$ cat config.mk
export PLATFORM = sky130hd
export DESIGN_NAME = uart_tx_arb
export DESIGN_NICKNAME = d
export VERILOG_FILES = /design/src/rtl/uart_tx_arb_pkg.sv /design/src/rtl/uart_tx_arb_tx.sv /design/src/rtl/uart_tx_arb.sv
export SDC_FILE = /design/constraint.sdc
export NUM_CORES = 1
export LEC_CHECK = 0
export CELL_PAD_IN_SITES_DETAIL_PLACEMENT = 2
export CELL_PAD_IN_SITES_GLOBAL_PLACEMENT = 2
export CORE_MARGIN = 8
export CORE_UTILIZATION = 34
export DETAILED_ROUTE_END_ITERATION = 10
export MAX_ROUTING_LAYER = met4
export PLACE_DENSITY = 0.77
export SYNTH_ARGS = -nofsm -noshare
export SYNTH_HDL_FRONTEND = slang
export SYNTH_SLANG_ARGS = --single-unit
$ cat constraint.sdc
create_clock -name clk -period 2.5 [get_ports clk]
set_clock_uncertainty 0.15 [all_clocks]
set_input_delay 0.25 -clock clk [delete_from_list [all_inputs] [get_ports clk]]
set_output_delay 0.25 -clock clk [all_outputs]
set_load 0.05 [all_outputs]
$ cat src/rtl/uart_tx_arb_pkg.sv
// Shared constants for the arbitrated UART transmitter: FSM encodings,
// requester index width, baud divisors (12 MHz clock) and capture layout.
package uart_tx_arb_pkg;

  // Clock cycles per bit at 12 MHz
  localparam int B115200 = 104;
  localparam int B57600  = 208;
  localparam int B38400  = 313;
  localparam int B19200  = 625;
  localparam int B9600   = 1250;
  localparam int B4800   = 2500;
  localparam int B2400   = 5000;

  localparam int REQ_IDX_W = 1;

  localparam logic [1:0] ST_IDLE = 2'd0;
  localparam logic [1:0] ST_LOAD = 2'd1;
  localparam logic [1:0] ST_SEND = 2'd2;
  localparam logic [1:0] ST_DONE = 2'd3;

  typedef logic [REQ_IDX_W-1:0] req_idx_t;

  typedef struct packed {
    req_idx_t   idx;
    logic [7:0] dat;
  } cap_t;

  // A lone requester always wins; on a tie the pointer names the winner.
  function automatic req_idx_t rr_pick(logic r0, logic r1, req_idx_t ptr);
    if (r0 && r1) return ptr;
    return r1 ? req_idx_t'(1) : req_idx_t'(0);
  endfunction

endpackage

$ cat src/rtl/uart_tx_arb_tx.sv
// 8N1 serial transmitter, LSB first; start accepted only while idle, frame
// begins on tx one cycle after start. ready rises 2 cycles before stop ends.
module uart_tx
  import uart_tx_arb_pkg::*;
#(
  parameter int BAUDRATE = B115200
) (
  input  logic       clk,
  input  logic       rstn,
  input  logic       start,
  input  logic [7:0] data,
  output logic       tx,
  output logic       ready
);

  localparam int CW = $clog2(BAUDRATE);

  logic [CW-1:0] r_cnt;
  logic [3:0]    r_bit;
  logic [8:0]    r_shift;
  logic          r_active;
  logic          r_tx;
  logic          w_bit_end;

  assign w_bit_end = (r_cnt == CW'(BAUDRATE - 1));

  always_ff @(posedge clk or negedge rstn) begin
    if (!rstn) begin
      r_cnt    <= '0;
      r_bit    <= '0;
      r_shift  <= '1;
      r_active <= 1'b0;
      r_tx     <= 1'b1;
    end else if (!r_active) begin
      if (start) begin
        r_active <= 1'b1;
        r_shift  <= {1'b1, data};
        r_tx     <= 1'b0;
        r_cnt    <= '0;
        r_bit    <= '0;
      end
    end else if (w_bit_end) begin
      r_cnt <= '0;
      if (r_bit == 4'd9) begin
        r_active <= 1'b0;
        r_tx     <= 1'b1;
        r_bit    <= '0;
      end else begin
        r_bit   <= r_bit + 4'd1;
        r_tx    <= r_shift[0];
        r_shift <= {1'b1, r_shift[8:1]};
      end
    end else begin
      r_cnt <= r_cnt + CW'(1);
    end
  end

  // Early ready lets the arbiter's DONE/IDLE cycles overlap the stop bit,
  // so back-to-back frames are separated by only 3 idle cycles.
  assign ready = !r_active || (r_bit == 4'd9 && r_cnt >= CW'(BAUDRATE - 2));
  assign tx    = r_tx;

endmodule

$ cat src/rtl/uart_tx_arb.sv
// Two-requester UART transmitter; round-robin tie-break, or requester 0 fixed priority with UART_TX_ARB_FIXED_PRIO_EN.
// Req at edge k -> ack during cycle k+1 -> start bit from edge k+2; requesters hold req/data until ack.
module uart_tx_arb
  import uart_tx_arb_pkg::*;
#(
  parameter int BAUDRATE = B115200
) (
  input  logic       clk,
  input  logic       rstn,
  input  logic       req0,
  input  logic [7:0] data0,
  output logic       ack0,
  input  logic       req1,
  input  logic [7:0] data1,
  output logic       ack1,
  output logic       tx,
  output logic       busy
);

  logic [1:0] r_state;
  cap_t       r_cap;
  logic       r_ack0;
  logic       r_ack1;
  logic       r_start;
  logic       r_busy;
  req_idx_t   w_pick;
  logic       w_held;
  logic       w_ready;
  logic       w_tx;

`ifdef UART_TX_ARB_FIXED_PRIO_EN
  assign w_pick = rr_pick(req0, req1, req_idx_t'(0));
`else
  req_idx_t r_ptr;

  always_ff @(posedge clk or negedge rstn) begin
    if (!rstn) begin
      r_ptr <= '0;
    end else if (r_state == ST_DONE) begin
      r_ptr <= ~r_cap.idx;
    end
  end

  assign w_pick = rr_pick(req0, req1, r_ptr);
`endif

  assign w_held = (r_cap.idx == req_idx_t'(1)) ? req1 : req0;

  always_ff @(posedge clk or negedge rstn) begin
    if (!rstn) begin
      r_state <= ST_IDLE;
      r_cap   <= '0;
      r_ack0  <= 1'b0;
      r_ack1  <= 1'b0;
      r_start <= 1'b0;
      r_busy  <= 1'b0;
    end else begin
      r_ack0  <= 1'b0;
      r_ack1  <= 1'b0;
      r_start <= 1'b0;
      case (r_state)
        ST_IDLE: begin
          if (req0 || req1) begin
            r_cap.idx <= w_pick;
            r_cap.dat <= (w_pick == req_idx_t'(1)) ? data1 : data0;
            r_busy    <= 1'b1;
            r_state   <= ST_LOAD;
          end
        end
        ST_LOAD: begin
          // A request withdrawn before its ack is dropped without a frame
          if (w_held) begin
            r_ack0  <= (r_cap.idx == req_idx_t'(0));
            r_ack1  <= (r_cap.idx == req_idx_t'(1));
            r_start <= 1'b1;
            r_state <= ST_SEND;
          end else begin
            r_busy  <= 1'b0;
            r_state <= ST_IDLE;
          end
        end
        ST_SEND: begin
          // r_start is still set on the edge the transmitter accepts it
          if (w_ready && !r_start) r_state <= ST_DONE;
        end
        ST_DONE: begin
          r_busy  <= 1'b0;
          r_state <= ST_IDLE;
        end
        default: r_state <= ST_IDLE;
      endcase
    end
  end

  uart_tx #(
    .BAUDRATE(BAUDRATE)
  ) u_tx (
    .clk   (clk),
    .rstn  (rstn),
    .start (r_start),
    .data  (r_cap.dat),
    .tx    (w_tx),
    .ready (w_ready)
  );

  assign ack0 = r_ack0;
  assign ack1 = r_ack1;
  assign busy = r_busy;
  assign tx   = w_tx;

endmodule

# == Word level (Yosys, flattened, before mapping) ==
# Index checks and enable logic that the tools add are counted.
# totals
ff_bits,38
elab_cells,80
input_bits,20
# classes
add_sub_neg,2
reduce_logical,15
n_bitwise,1
n_eq_ne,10
mux,38
magnitude_cmp,1
# op_table
op,count
9-bit two-way mux,4
1-bit two-way mux,21
7-bit two-way mux,3
4-bit two-way mux,4
"2-bit inequality test, second input constant",5
8-bit two-way mux,1
2-bit one-hot mux with 4 select lines,1
"7-bit by 1-bit adder with 7-bit output, second input constant",1
"7-bit == test, second input constant",1
"7-bit greater-or-equal comparator, second input constant",1
2-bit two-way mux,3
2-bit AND reduction,3
3-bit AND reduction,2
"4-bit by 1-bit adder with 4-bit output, second input constant",1
"2-bit == test, second input constant",2
"4-bit == test, second input constant",1
1-bit logical AND,3
1-bit one-hot mux with 3 select lines,1
3-bit nonzero test,1
"2-bit by 1-bit == test with 1-bit output, second input constant",1
1-bit zero test,2
2-bit zero test,1
1-bit logical OR,2
2-bit nonzero test,1
1-bit inverter,1

# == Longest topological paths before layout ==
# Gate-level depths: netlist (run 1).
# depth
ltp_word,6
mapped_depth,7
mapped_depth_nobuf,6

# == Modules after synthesis ==
# Synthesis (run 1) repeated with hierarchy kept, for this count alone.
# unflattened
hier_cells,202
area_unflattened_um2,2044.5
# modules_own_cells
mod,instances,seq_area_each_um2,cells_each,area_each_um2
uart_tx,1,536.8,120,1227.4
uart_tx_arb,1,400.4,82,817.0

# == Worst setup path before layout (run 1) ==
# OpenSTA, ideal clock, no wires.
# synth_timing
path_kind,reg2reg
from,reg u_tx.r_cnt[1]
to,reg u_tx.r_bit[3]
path_slack_ns,0.776
t_arrival_ns,1.448
period_less_slack_ns,1.724
path_stages_with_launch,5
required_time_ns,2.224
setup_time_ns,0.126
cell_sequence,dfrtp_1 ha_1 nand3_2 or3_4 a311o_1
# synth_via
elab_chain_len,3
# synth_rtl
item,line_no,text
start: declaration,uart_tx_arb_tx.sv:18,logic [CW-1:0] r_cnt;
start signal: assignment,uart_tx_arb_tx.sv:54,r_cnt <= r_cnt + CW'(1);
7-bit == test,uart_tx_arb_tx.sv:25,assign w_bit_end = (r_cnt == CW'(BAUDRATE - 1));
2-bit inequality test (no line),-,
2-bit AND reduction (no line),-,
end signal: assignment,uart_tx_arb_tx.sv:49,r_bit <= r_bit + 4'd1;
end: declaration,uart_tx_arb_tx.sv:19,logic [3:0] r_bit;
# No other way between the ends.
# A chain may end at the register's enable or synchronous reset.

# == Worst setup path in the final report (run 1) ==
# layout_timing
from,reg u_tx.r_tx (netlist: u_tx.tx)
to,out tx
# layout_lines
item,line_no,text
start: declaration,uart_tx_arb_tx.sv:22,logic r_tx;
start signal: assignment,uart_tx_arb_tx.sv:50,r_tx <= r_shift[0];
end: declaration,uart_tx_arb.sv:16,"output logic tx,"
# No word-level cell between the ends.

==> summary.md, run 1 <==
| Metric | Value |
|---|---|
| Slew @ Worst Pin | `roughly 0.7 ns` |
| # rows | `27` |
| Most common cell in the netlist | `dfrtp_1` |
| Pin count of the biggest net entering global routing | `38` |
| Final hold viol count | `0` |
| Biggest area consumer among synthesized cells | `dfrtp_1` |
| Register area | `roughly 940 um^2` |
| Worst flop-to-flop path endpoint | `u_tx.r_shift[4]` |
| Seq cells post-synth | `37` |
| Max cap viols | `0` |
| Post-CTS Resized | `0` |
| Post-synth EDFFs | `0` |
| Top cell type's share of synthesized area | `37.9%` |
| Worst path top cell family by delay | `buffers and inverters` |
| Required time of the critical path | `approximately 2.1 ns` |
| Pwr Density | `1060 mW/mm^2` |
| Slew Limit Headroom | `53.1%` |
| Largest cells by area after synthesis | `dfrtp_1 38%, dfstp_2 13%, a21oi_1 5.1%, mux2i_1 4.9%, nor2_1 4.9%` |
| # port buffers | `23` |
| Die width | `about 90 um` |
| Number of cells on the worst reg-to-reg path | `5` |
| Layout cells sized above 1 | `between 10% and 20%` |
| Fillcell total | `around 570` |
| Drt initial violations | `57` |
| Post-Syn Nets | `roughly 220` |
| CP arrival | `between 1.5 and 2 ns` |
| Drt first pass iters | `3` |
| I/O pins | `24` |
| Asr flop ratio synth | `between 90% and 100%` |
| CP Launch Type | `register` |
| CP endpoint | `tx` |
| Nets | `approximately 240` |
| M1 wire length | `2.21 mm` |
| Remaining global-route overflow | `0` |
| Pleak | `~0.96 nW` |
| H-tree depth | `2` |
| Fmax | `~0.49 GHz` |
| Area of the multi-input gates | `840 um^2` |
| Adder-Cell Fraction of Synth Area | `under 10%` |
| Met3 wire len | `104 um` |
| Top layer in use | `met4` |
| Worst hold-check path type | `primary input to async pin` |
| CP max FO | `2` |
| Die H | `89.8 um` |
| Total CTS buffers | `5` |
| Setup CP Type | `register to output port` |
| Period minus WS final | `a little over 2 ns` |
| Reg-to-reg slack, setup | `approximately 0.51 ns` |
| Area growth from synthesis to layout | `22.3%` |
| Final Setup Violations | `0` |
| DRT Wirelength | `5.21 mm` |
| Number of setup buffers added after CTS | `0` |
| Cell breakdown of the critical path | `clkdlybuf4s50_1` |
| First-pass GRT wire length | `~9 mm` |
| Mapped Area | `between 0.0015 and 0.002 mm^2` |
| Post-detailed-route count of antenna-violating nets | `0` |
| CORE AREA | `about 0.0054 mm^2` |
| Total Die Area | `just over 0.008 mm^2` |
| CP max stage cell | `clkdlybuf4s50_1` |
| Yosys cell types | `40` |
| Reg2reg start | `u_tx.r_cnt[0]` |
| Avg Synthesized Cell Area | `just under 10 um^2` |
| Initial antenna violation count | `0` |
| Root Buffer | `clkbuf_8` |
| Status | `complete, no violations` |
| Number of clock sinks | `37` |
| Antenna fix cells | `0` |
| TritonCTS clock tree | `done` |
| Vias per cell | `approximately 5.3` |
| Vias in the first global route | `1727` |
| DR WL/cell | `around 18 um` |
| Period utilization | `81.4%` |
| Crit path depth | `1` |
| RePlAce Congestion | `about 0.74` |
| Slew Limit Fails | `0` |
| Crit path from | `u_tx.tx` |
| Sequential fraction of the synthesis area | `about half` |
| Commonest cells post-synth | `28 x dfrtp_1, 24 x nor2_1, 19 x a21oi_1` |
| Post-layout util | `between 40% and 50%` |
| Simple-Gate Fraction of Synth Area | `around 18%` |
| Synth Area in XOR/XNOR | `roughly 1.4%` |
| Clk slew on worst S/H paths | `~0.07 ns` |
| Worst Setup End Kind | `output port` |
| Maximum vdd drop | `0.479 mV` |
| Initial Util | `between 30% and 40%` |
| Top FF cell, synth | `dfrtp_1` |
| Mux cell area share after synthesis | `5.48%` |
| Yosys warns | `0` |
| Buf/Inv on CP | `1` |
| Clock Tree Buf Depth | `2` |
| # DRC | `0` |
| DP Wirelength | `slightly below 4 mm` |
| Setup repair after global routing missed its margin | `false` |
| Largest family of logic cells by synthesized area | `simple AND/OR/NAND/NOR gates` |
| Routed via count | `about 1500` |
| Cells after Synth | `192` |
| Largest stage delay on the critical path | `~0.80 ns` |
| Hold Buf Count CTS | `0` |
| Worst-Skew Late Latency | `between 0.2 and 0.3 ns` |
| Met2 WL | `around 2.9 mm` |
| Complex-gate fraction of the synthesized area | `17.6%` |
| TNS Setup | `0 ns` |
| GR Util All Layers | `14.0%` |
-- through the flow --
step / hold WS [ns] / cells / power, W / worst slack (ns) / instance area [um^2]
2_1_floorplan: -0.196 / 192 / 0.00165 / 0.776 / 1850
3_3_place_gp: 0.340 / 282 / 0.00187 / 0.674 / 2160
3_5_place_dp: 0.355 / 282 / 0.00196 / 0.498 / 2160
4_1_cts: 0.257 / 290 / 0.00245 / 0.441 / 2260
5_1_grt: 0.278 / 290 / 0.00259 / 0.338 / 2260
6_report: 0.241 / 290 / 0.00240 / 0.464 / 2260
-- routing by layer --
layer,vias to the layer above,GRT usage [%]
met5,-,-
met4,0,2.96
met3,2,3.08
met2,12,25.2
met1,785,15.4
li1,724,-
-- placed cells by master (no fill, tap or decap), types with 2 or more instances in the layout --
cell type and count:
a31oi_1 5, buf_4 4, xnor2_1 2, nand2b_1 8
a21oi_1 19, inv_1 9, dfstp_2 9, a22o_1 3
nand2_1 15, o21ai_0 10, o22ai_1 9, dfrtp_1 28
mux2i_1 9, nor2_1 24, nor3_1 4, clkdlybuf4s50_1 23
nand3_1 5, ha_1 4, clkbuf_8 7
-- registers in the layout (all words and copies together) (netlist names), named ones only --
| register | count |
|---|---|
| u_tx.r_cnt | 7 |
| r_ptr | 1 |
| r_cap | 9 |
| u_tx.tx | 1 |
| ack0 | 1 |
| ack1 | 1 |
| busy | 1 |
| u_tx.r_active | 1 |
| u_tx.r_bit | 4 |
| r_start | 1 |
| u_tx.r_shift | 8 |
| r_state | 1 |
-- cells by family after synthesis --
family / count (synthesis)
fa+ha+maj: 4
flops: 37
mux: 10
compound gates: 54
xor+xnor: 3
buf+inv: 18
simple gates: 66
-- worst min-delay path by stage --
stage / startpoint / to / slack, ns / depth (start not counted)
2_1_floorplan: rstn / async pin / -0.20 / 0
3_3_place_gp: r_ptr / r_ptr / 0.34 / 1
3_5_place_dp: r_ptr / r_ptr / 0.35 / 1
4_1_cts: rstn / r_cap[1] / 0.26 / 2
5_1_grt: rstn / r_cap[1] / 0.28 / 2
6_report: rstn / r_cap[1] / 0.24 / 2
-- worst register-to-register path, cell delays in order (launching register included) --
cell and delay, ns:
dfrtp_1 0.43, ha_1 0.27, and3_2 0.27, nand3_1 0.43, o22ai_1 0.17, a21oi_1 0.19
-- report_power, final --
group	internal, W	switching [W]	leakage [nW]
Combinational	0.000358	0.000424	0.471
Clock	0.000249	0.000208	0.0542
Sequential	0.000897	0.000263	0.432
-- cell type report --
cell class                 count  area share [%]
timing repair buffer          27            11.5
sequential                    37            41.4
multi-input combinational    137            37.1
tap                           72            3.98
inverter                       9            1.49
clock buffer                   7            4.26
clock inverter                 1           0.221
(Power assumes the default switching activity.)
==> run 2, diff against run 1 <==
==> constraint.sdc (replaced) <==
create_clock -name clk -period 1.9 [get_ports clk]
set_clock_uncertainty 0.15 [all_clocks]
set_input_delay 0.19 -clock clk [delete_from_list [all_inputs] [get_ports clk]]
set_output_delay 0.19 -clock clk [all_outputs]
set_load 0.05 [all_outputs]
==> run 2 against run 1 <==
Compared with the run above: sequential power up 32%; largest cell class unchanged; die area unchanged; critical path type is now register to register; wire length up 4.6%; utilization up 0.84 points; sequential share of layout area down 0.70 points.
==> summary.md, run 2 (synthesized netlist as in run 1, its figures left out) <==
| Metric | Value |
|---|---|
| Status | `complete, no violations` |
| Initial Util | `34.4% (unchanged)` |
| CP arrival | `1.89 ns (+0.25 ns)` |
| Hold slack | `0.182 ns (-0.0587 ns)` |
| First-pass GRT wire length | `8.86 mm (-1.4%)` |
| Drt initial violations | `49 (-14%)` |
| Register with the most flip-flops | `r_cap` |
| Leading cell types in the layout, fill and taps excluded | `26 x dfrtp_1, 24 x nor2_1, 22 x clkdlybuf4s50_1` |
| Pleak | `0.979 nW (+2.3%)` |
| Largest register FFs | `9 (unchanged)` |
| Total CTS buffers | `5 (unchanged)` |
| Nets | `246 (+2.1%)` |
| Pin count of the biggest net entering global routing | `38 (unchanged)` |
| CORE AREA | `0.00537 mm^2 (unchanged)` |
| Area growth from synthesis to layout | `24.8%` |
| Post-detailed-route count of antenna-violating nets | `0 (unchanged)` |
| Most common cell after layout, fill and taps aside | `dfrtp_1` |
| DR WL/cell | `18.5 um (+2.8%)` |
| Maximum vdd drop | `0.685 mV (+43%)` |
| Total Die Area | `0.00806 mm^2 (unchanged)` |
| Die width | `89.8 um (unchanged)` |
| Required time of the critical path | `1.98 ns (-0.12 ns)` |
| Clock Tree Buf Depth | `2 (unchanged)` |
| Slew Limit Fails | `0 (unchanged)` |
| Final critical-path setup slack | `0.0857 ns (-0.379 ns)` |
| Fillcell total | `579 (+0.87%)` |
| Drt first pass iters | `4 (+1)` |
| TritonCTS clock tree | `done` |
| Vias per cell | `5.27 (+0.31%)` |
| Fmax | `~0.55 GHz` |
| Antenna fix cells | `0 (unchanged)` |
| Root Buffer | `clkbuf_8` |
| Period minus WS final | `1.81 ns` |
| Worst flop-to-flop path endpoint | `u_tx.r_bit[3]` |
| Fin cells | `295 (+1.7%)` |
| CP endpoint | `u_tx.r_bit[3]` |
| Register area | `940 um^2 (+0.27%)` |
| Worst hold-check path type | `primary input to async pin` |
| Area of the multi-input gates | `866 um^2 (+3.1%)` |
| Final Setup Violations | `0 (unchanged)` |
| Biggest regs | `r_cap: 9 flops, u_tx.r_shift: 8 flops, u_tx.r_cnt: 7 flops` |
| RePlAce Congestion | `0.759 (+1.9%)` |
| Pwr Density | `1370 mW/mm^2 (+29%)` |
| Die H | `89.8 um (unchanged)` |
| Placed cell count | `287 (+1.8%)` |
| Clk slew on worst S/H paths | `0.08 ns (about the same)` |
| Vias in the first global route | `1767 (+2.3%)` |
| # port buffers | `23 (unchanged)` |
| Final hold viol count | `0 (unchanged)` |
| Worst-Skew Late Latency | `0.29 ns (about the same)` |
| Setup CP Type | `register to register` |
| I/O pins | `24 (unchanged)` |
| # DRC | `0 (unchanged)` |
| H-tree depth | `2 (unchanged)` |
| Slew Limit Headroom | `65.3% (+12 points)` |
| Pre-CTS setup slack | `0.00201 ns (-0.496 ns)` |
| GR Util All Layers | `14.1% (+0.049 points)` |
| Crit path from | `u_tx.r_cnt[0]` |
| Number of cells on the worst reg-to-reg path | `5 (unchanged)` |
| Remaining global-route overflow | `0 (unchanged)` |
| Max cap viols | `0 (unchanged)` |
| Reg2reg start | `u_tx.r_cnt[0]` |
| Initial antenna violation count | `0 (unchanged)` |
| Period utilization | `between 90% and 100%` |
| Tot Pwr | `0.00316 W (+32%)` |
| CP Launch Type | `register` |
| DP Wirelength | `3.95 mm (+1.2%)` |
| TNS Setup | `0 ns (unchanged)` |
| # rows | `27 (unchanged)` |
| CP max FO | `5 (+3)` |
| Worst Setup End Kind | `register` |
| Slew @ Worst Pin | `0.519 ns (-0.181 ns)` |
| Reg-to-reg slack, setup | `0.09 ns (-0.42 ns)` |
| Number of clock sinks | `37 (unchanged)` |
| Hold Buf Count CTS | `0 (unchanged)` |
| Layout cells sized above 1 | `16.6% (+3.7 points)` |
| Routed via count | `1554 (+2.0%)` |
| DRT Wirelength | `5.45 mm (+4.6%)` |
==> run 2: worst min-delay path by stage <==
stage	depth (start not counted)	from	slack (ns)	end
2_1_floorplan	0	rstn	-0.26	async pin
3_3_place_gp	1	r_ptr	0.34	r_ptr
3_5_place_dp	2	u_tx.r_shift[7]	0.37	u_tx.r_shift[7]
4_1_cts	2	rstn	0.20	r_cap[0]
5_1_grt	2	rstn	0.23	r_cap[0]
6_report	2	rstn	0.18	r_cap[0]
==> run 2: routing by layer <==
metal | GRT usage, % | share of wire (%)
met4 | 4.23 | 1.2
met5 | - | 0
met3 | 2.58 | 2.4
met2 | 26.3 | 56
met1 | 14.5 | 40
==> run 2: layout make-up <==
class	instances	share of cell area [%]
clock inverter	2	0.434
sequential	37	40.7
clock buffer	6	3.15
timing repair buffer	32	12.8
inverter	9	1.46
multi-input combinational	137	37.5
tap	72	3.90
==> run 2: stage by stage <==
step	utilization (%)	area, um^2
after floorplan	-	1850
after global placement	40.9	2200
after detailed placement	40.9	2200
after CTS	42.5	2280
after global routing	43.0	2310
final	43.0	2310
==> run 2: report_power, final <==
group          leakage (nW)  internal, W  switching (W)
combinational         0.504     0.000500       0.000589
clock                0.0450     0.000254       0.000289
sequential            0.430      0.00118       0.000345
==> run 2: what timing repair did <==
action | CTS | global route
buffers inserted | 0 | 0
resized for setup | 1 | 5
setup endpoints to repair | 1 | 2
==> run 2: critical path, stage by stage, from the launching register on <==
cell	delay [ns]
dfrtp_2	0.43
ha_4	0.17
nand3_2	0.12
or3_4	0.44
nor4b_4	0.29
a311o_1	0.14
